**config.mk**
```make
export PLATFORM = sky130hd
export DESIGN_NAME = seq_num_parser_flat
export DESIGN_NICKNAME = d
export VERILOG_FILES = /design/src/rtl/seq_num_parser_if.sv /design/src/rtl/seq_num_parser.sv /design/src/flat_wrapper.sv
export SDC_FILE = /design/constraint.sdc
export NUM_CORES = 1
export LEC_CHECK = 0
export ABC_AREA = 1
export BUFFER_PORTS_ARGS = -buffer_cell sky130_fd_sc_hd__buf_2
export CORE_ASPECT_RATIO = 1.25
export CORE_MARGIN = 2
export CORE_UTILIZATION = 59
export DETAILED_ROUTE_END_ITERATION = 10
export PLACE_DENSITY_LB_ADDON = 0.25
export SYNTH_ARGS = -nofsm -noshare
export SYNTH_HDL_FRONTEND = slang
export SYNTH_SLANG_ARGS = --single-unit
```
**constraint.sdc**
```tcl
create_clock -name clk -period 4.5 [get_ports clk]
set_input_delay 0.45 -clock clk [delete_from_list [all_inputs] [get_ports clk]]
set_output_delay 0.45 -clock clk [all_outputs]
set_load 0.05 [all_outputs]
```
**src/rtl/seq_num_parser_if.sv**
```systemverilog
// Bundle between the received-message field extractor, seq_num_parser and the
// session manager: digit stream in, sequence verdict and counter update out.
`ifndef HOST_ADDR_WIDTH
`define HOST_ADDR_WIDTH 8
`endif

interface seq_num_parser_if #(
    parameter int BIN_WIDTH = 32,
    parameter int HOST_ADDR = `HOST_ADDR_WIDTH
);
    logic                 field_start_i;
    logic                 digit_valid_i;
    logic [7:0]           digit_i;
    logic                 field_end_i;
    logic [HOST_ADDR-1:0] host_addr_i;
    logic [BIN_WIDTH-1:0] expected_seq_num_i;

    logic                 busy_o;
    logic [BIN_WIDTH-1:0] seq_num_o;
    logic [3:0]           width_o;
    logic                 seq_valid_o;
    logic                 in_seq_o;
    logic                 gap_o;
    logic                 too_low_o;
    logic                 format_err_o;
    logic                 update_seq_counter_o;
    logic [HOST_ADDR-1:0] seq_counter_loc_o;
    logic [BIN_WIDTH-1:0] new_seq_num_o;

    modport master (
        output field_start_i, digit_valid_i, digit_i, field_end_i,
               host_addr_i, expected_seq_num_i,
        input  busy_o, seq_num_o, width_o, seq_valid_o, in_seq_o, gap_o,
               too_low_o, format_err_o, update_seq_counter_o,
               seq_counter_loc_o, new_seq_num_o
    );

    modport slave (
        input  field_start_i, digit_valid_i, digit_i, field_end_i,
               host_addr_i, expected_seq_num_i,
        output busy_o, seq_num_o, width_o, seq_valid_o, in_seq_o, gap_o,
               too_low_o, format_err_o, update_seq_counter_o,
               seq_counter_loc_o, new_seq_num_o
    );
endinterface

```
**src/rtl/seq_num_parser.sv**
```systemverilog
// Receive-side MsgSeqNum (tag 34) parser: ASCII digits to binary, format
// validation, comparison with the expected number and counter-update request.
`ifndef HOST_ADDR_WIDTH
`define HOST_ADDR_WIDTH 8
`endif

module seq_num_parser #(
    parameter int BIN_WIDTH  = 32,
    parameter int MAX_DIGITS = 10,
    parameter int HOST_ADDR  = `HOST_ADDR_WIDTH
) (
    input  logic           clk,
    input  logic           rst,
    seq_num_parser_if.slave bus
);
    localparam logic [1:0] IDLE  = 2'd0;
    localparam logic [1:0] ACCUM = 2'd1;
    localparam logic [1:0] CHECK = 2'd2;
    localparam logic [4:0] MAX_CNT = 5'(MAX_DIGITS);

    logic [1:0]           state;
    logic [BIN_WIDTH-1:0] acc;
    logic [3:0]           cnt;
    logic                 err;
    logic                 lead_zero;
    logic [HOST_ADDR-1:0] host_q;

    logic [BIN_WIDTH-1:0] acc_nx;
    logic [3:0]           cnt_nx;
    logic                 err_nx;
    logic                 lead_zero_nx;
    logic                 is_digit;
    logic [3:0]           digit_val;
    logic [BIN_WIDTH+3:0] prod;
    logic                 fmt_nx;

    logic [BIN_WIDTH-1:0] seq_num_r;
    logic [3:0]           width_r;
    logic                 seq_valid_r;
    logic                 in_seq_r;
    logic                 gap_r;
    logic                 too_low_r;
    logic                 format_err_r;
    logic                 update_r;
    logic [HOST_ADDR-1:0] loc_r;
    logic [BIN_WIDTH-1:0] new_seq_r;

    // Accumulator state after absorbing this cycle's byte; the verdict is taken
    // from these values so a digit coinciding with field_end_i is counted.
    always_comb begin
        is_digit     = (bus.digit_i >= 8'h30) && (bus.digit_i <= 8'h39);
        digit_val    = bus.digit_i[3:0];
        prod         = ({4'b0, acc} << 3) + ({4'b0, acc} << 1)
                       + {{BIN_WIDTH{1'b0}}, digit_val};
        acc_nx       = acc;
        cnt_nx       = cnt;
        err_nx       = err;
        lead_zero_nx = lead_zero;
        if (bus.digit_valid_i) begin
            cnt_nx = (cnt == 4'hF) ? 4'hF : cnt + 4'd1;
            if ({1'b0, cnt_nx} > MAX_CNT) err_nx = 1'b1;
            if (lead_zero) err_nx = 1'b1;
            if (!is_digit) begin
                err_nx = 1'b1;
            end else begin
                if (cnt == 4'd0 && digit_val == 4'd0) lead_zero_nx = 1'b1;
                if (|prod[BIN_WIDTH+3:BIN_WIDTH]) begin
                    err_nx = 1'b1;
                    acc_nx = '1;
                end else begin
                    acc_nx = prod[BIN_WIDTH-1:0];
                end
            end
        end
        fmt_nx = err_nx || (cnt_nx == 4'd0);
    end

    // FSM plus registered verdict; a new field_start_i always wins and
    // silently abandons whatever field was in progress.
    always_ff @(posedge clk) begin
        if (rst) begin
            state        <= IDLE;
            acc          <= '0;
            cnt          <= '0;
            err          <= 1'b0;
            lead_zero    <= 1'b0;
            host_q       <= '0;
            seq_num_r    <= '0;
            width_r      <= '0;
            seq_valid_r  <= 1'b0;
            in_seq_r     <= 1'b0;
            gap_r        <= 1'b0;
            too_low_r    <= 1'b0;
            format_err_r <= 1'b0;
            update_r     <= 1'b0;
            loc_r        <= '0;
            new_seq_r    <= '0;
        end else begin
            seq_valid_r  <= 1'b0;
            in_seq_r     <= 1'b0;
            gap_r        <= 1'b0;
            too_low_r    <= 1'b0;
            format_err_r <= 1'b0;
            update_r     <= 1'b0;
            if (bus.field_start_i) begin
                state     <= ACCUM;
                acc       <= '0;
                cnt       <= '0;
                err       <= 1'b0;
                lead_zero <= 1'b0;
                host_q    <= bus.host_addr_i;
            end else begin
                case (state)
                    ACCUM: begin
                        acc       <= acc_nx;
                        cnt       <= cnt_nx;
                        err       <= err_nx;
                        lead_zero <= lead_zero_nx;
                        if (bus.field_end_i) begin
                            state        <= CHECK;
                            seq_valid_r  <= 1'b1;
                            seq_num_r    <= acc_nx;
                            width_r      <= cnt_nx;
                            format_err_r <= fmt_nx;
                            in_seq_r     <= !fmt_nx && (acc_nx == bus.expected_seq_num_i);
                            gap_r        <= !fmt_nx && (acc_nx >  bus.expected_seq_num_i);
                            too_low_r    <= !fmt_nx && (acc_nx <  bus.expected_seq_num_i);
                            update_r     <= !fmt_nx && (acc_nx == bus.expected_seq_num_i);
                            loc_r        <= host_q;
                            new_seq_r    <= acc_nx + 1'b1;
                        end
                    end
                    CHECK:   state <= IDLE;
                    default: state <= IDLE;
                endcase
            end
        end
    end

    assign bus.busy_o               = (state != IDLE);
    assign bus.seq_num_o            = seq_num_r;
    assign bus.width_o              = width_r;
    assign bus.seq_valid_o          = seq_valid_r;
    assign bus.in_seq_o             = in_seq_r;
    assign bus.gap_o                = gap_r;
    assign bus.too_low_o            = too_low_r;
    assign bus.format_err_o         = format_err_r;
    assign bus.update_seq_counter_o = update_r;
    assign bus.seq_counter_loc_o    = loc_r;
    assign bus.new_seq_num_o        = new_seq_r;
endmodule

```
**src/flat_wrapper.sv**
```systemverilog
// flat-port wrapper written by rule: the top's interface ports become plain ports
module seq_num_parser_flat 
#(
    parameter int BIN_WIDTH  = 32,
    parameter int MAX_DIGITS = 10,
    parameter int HOST_ADDR  = `HOST_ADDR_WIDTH
)
  (clk, rst, bus_field_start_i, bus_digit_valid_i, bus_digit_i, bus_field_end_i, bus_host_addr_i, bus_expected_seq_num_i, bus_busy_o, bus_seq_num_o, bus_width_o, bus_seq_valid_o, bus_in_seq_o, bus_gap_o, bus_too_low_o, bus_format_err_o, bus_update_seq_counter_o, bus_seq_counter_loc_o, bus_new_seq_num_o);
  seq_num_parser_if #(.BIN_WIDTH(BIN_WIDTH), .HOST_ADDR(HOST_ADDR)) bus_i ();
  input  logic clk;
  input  logic rst;
  input wire logic [$bits(bus_i.field_start_i)-1:0] bus_field_start_i;
  input wire logic [$bits(bus_i.digit_valid_i)-1:0] bus_digit_valid_i;
  input wire logic [$bits(bus_i.digit_i)-1:0] bus_digit_i;
  input wire logic [$bits(bus_i.field_end_i)-1:0] bus_field_end_i;
  input wire logic [$bits(bus_i.host_addr_i)-1:0] bus_host_addr_i;
  input wire logic [$bits(bus_i.expected_seq_num_i)-1:0] bus_expected_seq_num_i;
  output wire logic [$bits(bus_i.busy_o)-1:0] bus_busy_o;
  output wire logic [$bits(bus_i.seq_num_o)-1:0] bus_seq_num_o;
  output wire logic [$bits(bus_i.width_o)-1:0] bus_width_o;
  output wire logic [$bits(bus_i.seq_valid_o)-1:0] bus_seq_valid_o;
  output wire logic [$bits(bus_i.in_seq_o)-1:0] bus_in_seq_o;
  output wire logic [$bits(bus_i.gap_o)-1:0] bus_gap_o;
  output wire logic [$bits(bus_i.too_low_o)-1:0] bus_too_low_o;
  output wire logic [$bits(bus_i.format_err_o)-1:0] bus_format_err_o;
  output wire logic [$bits(bus_i.update_seq_counter_o)-1:0] bus_update_seq_counter_o;
  output wire logic [$bits(bus_i.seq_counter_loc_o)-1:0] bus_seq_counter_loc_o;
  output wire logic [$bits(bus_i.new_seq_num_o)-1:0] bus_new_seq_num_o;
  assign bus_i.field_start_i = bus_field_start_i;
  assign bus_i.digit_valid_i = bus_digit_valid_i;
  assign bus_i.digit_i = bus_digit_i;
  assign bus_i.field_end_i = bus_field_end_i;
  assign bus_i.host_addr_i = bus_host_addr_i;
  assign bus_i.expected_seq_num_i = bus_expected_seq_num_i;
  assign bus_busy_o = bus_i.busy_o;
  assign bus_seq_num_o = bus_i.seq_num_o;
  assign bus_width_o = bus_i.width_o;
  assign bus_seq_valid_o = bus_i.seq_valid_o;
  assign bus_in_seq_o = bus_i.in_seq_o;
  assign bus_gap_o = bus_i.gap_o;
  assign bus_too_low_o = bus_i.too_low_o;
  assign bus_format_err_o = bus_i.format_err_o;
  assign bus_update_seq_counter_o = bus_i.update_seq_counter_o;
  assign bus_seq_counter_loc_o = bus_i.seq_counter_loc_o;
  assign bus_new_seq_num_o = bus_i.new_seq_num_o;
  seq_num_parser #(.BIN_WIDTH(BIN_WIDTH), .MAX_DIGITS(MAX_DIGITS), .HOST_ADDR(HOST_ADDR)) u_core (.clk(clk), .rst(rst), .bus(bus_i));
endmodule
```
==> results_dict.tcl <==
set metrics [dict create \
    post_drt_wl_per_cell_um 15.3 \
    floorplan.core_area_mm2 0.0162 \
    ctsHtreeMaxLevel 4 \
    detail-route-antenna-nets 0 \
    timing.critical_path.slowest_cell_delay_ps 590 \
    status "completed" \
    track_usage_pct 31.9 \
    buffer_ports.inserted 135 \
    cts.sinks 129 \
    post_synth_inst_count 1495 \
    die-area_mm2 0.0176 \
    slew_viol_final 0 \
    timing.critical_path.buf_inv 5 \
    netlist-cell-type-count 54 \
    cts_made_buffers 17 \
    detailedRoute.firstIterationViolations 937 \
    first_global_vias 9153 \
    synth_seq_area_share_pct 26.4 \
    dpl_wire_length_um 22300 \
    drt_first_pass_iters 6 \
    routed-via-count 10100 \
    synth_edf_count 0 \
    timing.final.hold_violations 0 \
    finalHoldWorstSlack_ps 242 \
    leakagePower_nw 6.40 \
    period_needed_ps 4240 \
    design.final.nets 1809 \
    drive_gt1_share_pct 22.5 \
    critPathKind "register to register" \
    fillCellCount 1379 \
    synthesis.nets 1649 \
    worst-slew-pin-transition_ps 796 \
    skew_ps 8.44 \
    fp.dieW_um 119 \
    synth_top_flop_cell "dfxtp_1" \
    reg2reg_setup_slack_ps 260 \
    grt_pass1_wl_um 45300 \
    die_height_um 148 \
    post-route-drc-count 0 \
    clock_path_buffers 2 \
    worstSkewPairLatency_ps 430 \
    crit_top_cell "nand2_1" \
    critical_path_arrival_ps 4590 \
    avgSynthCellArea_um2 6.54 \
    slew_headroom_pct 46.8 \
    std_cell_rows 52 \
    antenna_cells 0 \
    worstSetupEndpointType "register" \
    vias_per_cell 5.39 \
    fmax_mhz 236 \
    slowest_stage "fa_1" \
    crit_family "simple AND/OR/NAND/NOR gates" \
    maximum_number_of_pins_on_one_net_before_global_route_repair 71 \
    globalRoute.totalOverflow 0 \
    critPathMaxFanout 6 \
    initial_utilization_pct 60.4 \
    hold_class "input port to register" \
    post-route-util_pct 72.0 \
    layout-area-overhead-vs-synth_pct 19.2 \
    cts_tree "built" \
    min_period_over_period_pct 94.2 \
    setup_violations 0 \
    root_buffer "clkbuf_16" \
    place.gp.congestion 1.01 \
    synth-seq-cells 129 \
    maxCapViolCount 0 \
    syn_area_mm2 0.00978 \
    postCtsHoldBufs 0 \
    number_of_antenna_violations_at_the_first_check_in_global_routing 0 \
    yosysWarnings 0 \
    worst_ir_drop_vdd_uv 221 \
    worstPathRequired_ps 4860 \
    postSynth.asyncResetShare_pct 0 \
    wirelength_um 28700 \
    ioPinCount 136 \
    crit_path_start_kind "register" \
    cellPowerDensity_mw_per_mm2 265 \
    cts.reportedPaths.clkPinSlew_ps 70 \
]
==> area by class of cell <==
cell class | instances | area [um^2] | area share, %
multi-input cells | 1113 | 6350 | 54.4
flip-flops and latches | 129 | 2590 | 22.2
repair buffers | 188 | 1090 | 9.34
inverters | 206 | 773 | 6.63
clock buffers | 17 | 425 | 3.65
well taps | 216 | 270 | 2.32
clock inverters | 15 | 164 | 1.41
==> repair_timing <==
| action | CTS | global route |
|---|---|---|
| setup buffers | 0 | 12 |
| gates cloned | 0 | 1 |
| pin swaps | 0 | 12 |
| endpoints found under the setup margin | 2 | 10 |
| resized for setup | 1 | 30 |
| endpoints found under the hold margin | 0 | 0 |
==> Yosys cell counts, drive strengths merged, types with 2 or more instances <==
| cell type | instances | area [um^2] |
|---|---|---|
| o21bai | 8 | 60.1 |
| xor2 | 14 | 123 |
| ha | 99 | 1240 |
| fa | 2 | 40.0 |
| a21oi | 97 | 493 |
| or2 | 29 | 181 |
| a211oi | 2 | 15.0 |
| buf | 9 | 66.3 |
| nand4 | 9 | 62.6 |
| nor3 | 21 | 115 |
| o2111ai | 2 | 17.5 |
| dfxtp | 129 | 2580 |
| nand3b | 7 | 52.6 |
| a31oi | 4 | 25.0 |
| o22ai | 2 | 25.0 |
| nand3 | 84 | 480 |
| clkbuf | 39 | 148 |
| o21ai | 117 | 623 |
| nor4 | 2 | 12.5 |
| nor2 | 218 | 942 |
| and2 | 4 | 25.0 |
| o21a | 3 | 22.5 |
| o211ai | 8 | 60.1 |
| nor3b | 2 | 20.0 |
| xnor2 | 5 | 43.8 |
| nand2 | 366 | 1470 |
| inv | 205 | 769 |
==> registers in the layout (all words and copies together) (netlist names), 2 cells and up <==
name and flops:
u_core.acc 32, u_core.bus.new_seq_num_o 32, u_core.bus.seq_num_o 32, u_core.bus.seq_counter_loc_o 8, u_core.host_q 8, u_core.bus.width_o 4
u_core.cnt 4, u_core.state 2
==> path summary, 6_finish.rpt <==
check | start | to | cells past startpoint
max | u_core.acc[0] | u_core.bus.gap_o | 27
min | bus_host_addr_i[5] | u_core.host_q[5] | 3
max reg2reg | u_core.acc[0] | u_core.bus.gap_o | 27
min reg2reg | u_core.bus.seq_num_o[0] | u_core.bus.seq_num_o[0] | 2
==> cell usage in the layout (no fill, tap or decap), types with 4 or more instances in the layout <==
cell type	instances
nand2_1	328
nor2_1	196
inv_1	179
buf_2	135
dfxtp_1	126
o21ai_0	109
ha_1	98
a21oi_1	94
nand3_1	70
buf_4	50
nand2_2	33
or2_2	28
inv_2	26
nor3_1	18
clkbuf_16	17
nand3_2	14
xor2_1	14
nor2_2	12
o21bai_1	8
nand4_1	8
nor2_4	8
o211ai_1	8
nand3b_1	7
xnor2_1	5
inv_8	5
nand2_4	4
and2_1	4
a31oi_1	4
==> where the power goes <==
| group | total [mW] | internal [mW] | switching, mW |
|---|---|---|---|
| Clock | 1.36 | 0.743 | 0.621 |
| Sequential | 1.21 | 1.18 | 0.0286 |
| Combinational | 0.513 | 0.171 | 0.341 |
==> cell families (layout without fill, tap and decap cells) <==
kind of cell / Yosys count / count (layout) / share of synthesized area [%]
and+or+nand+nor: 742 / 743 / 34.4
xor gates and xnor gates: 19 / 19 / 1.70
AOI/OAI and AO/OA: 250 / 250 / 14.3
adders and majority gates: 101 / 101 / 13.1
DFF: 129 / 129 / 26.4
buffers and inverters: 254 / 426 / 10.1
==> per-stage QoR <==
| stage | total power [mW] | setup WS (ps) | area, um^2 | TNS [ps] | cells |
|---|---|---|---|---|---|
| 2_1_floorplan | 1.57 | 469 | 9780 | 0 | 1495 |
| 3_3_place_gp | 1.71 | -15.2 | 10800 | -15.2 | 1839 |
| 3_5_place_dp | 1.71 | -159 | 10800 | -299 | 1839 |
| 4_1_cts | 3.06 | 45.2 | 11400 | 0 | 1871 |
| 5_1_grt | 3.19 | -13.6 | 11700 | -13.6 | 1884 |
| 6_report | 3.08 | 263 | 11700 | 0 | 1884 |
==> worst reg2reg max path, cell delays in order, from the launching register on <==
cell       delay [ps]
dfxtp_4           360
inv_1              50
fa_1              590
inv_1              70
ha_1              290
nand2_1            50
nand2_1            90
nand3_2            90
nand2_2           120
nand2_2            60
nand2_2           100
nand2_2            70
nand3_1           120
nand2_4           110
nor2_8            200
buf_6             140
nand4_1           100
nand2_1           140
inv_2              70
ha_4              270
nand2_1           100
nor4_4            290
nor3b_2           250
buf_4             150
nand2_1            50
o2111ai_2          80
nand2_1            70
nor2_1             90
==> per-layer routing <==
metal,wire [um],share of wire [%],track usage (%)
met1,12700,44,42.5
met2,13700,48,53.1
met3,1610,5.6,3.67
met4,754,2.6,11.5
met5,0,0,0
Note: power is estimated with default switching activity, not from simulation.
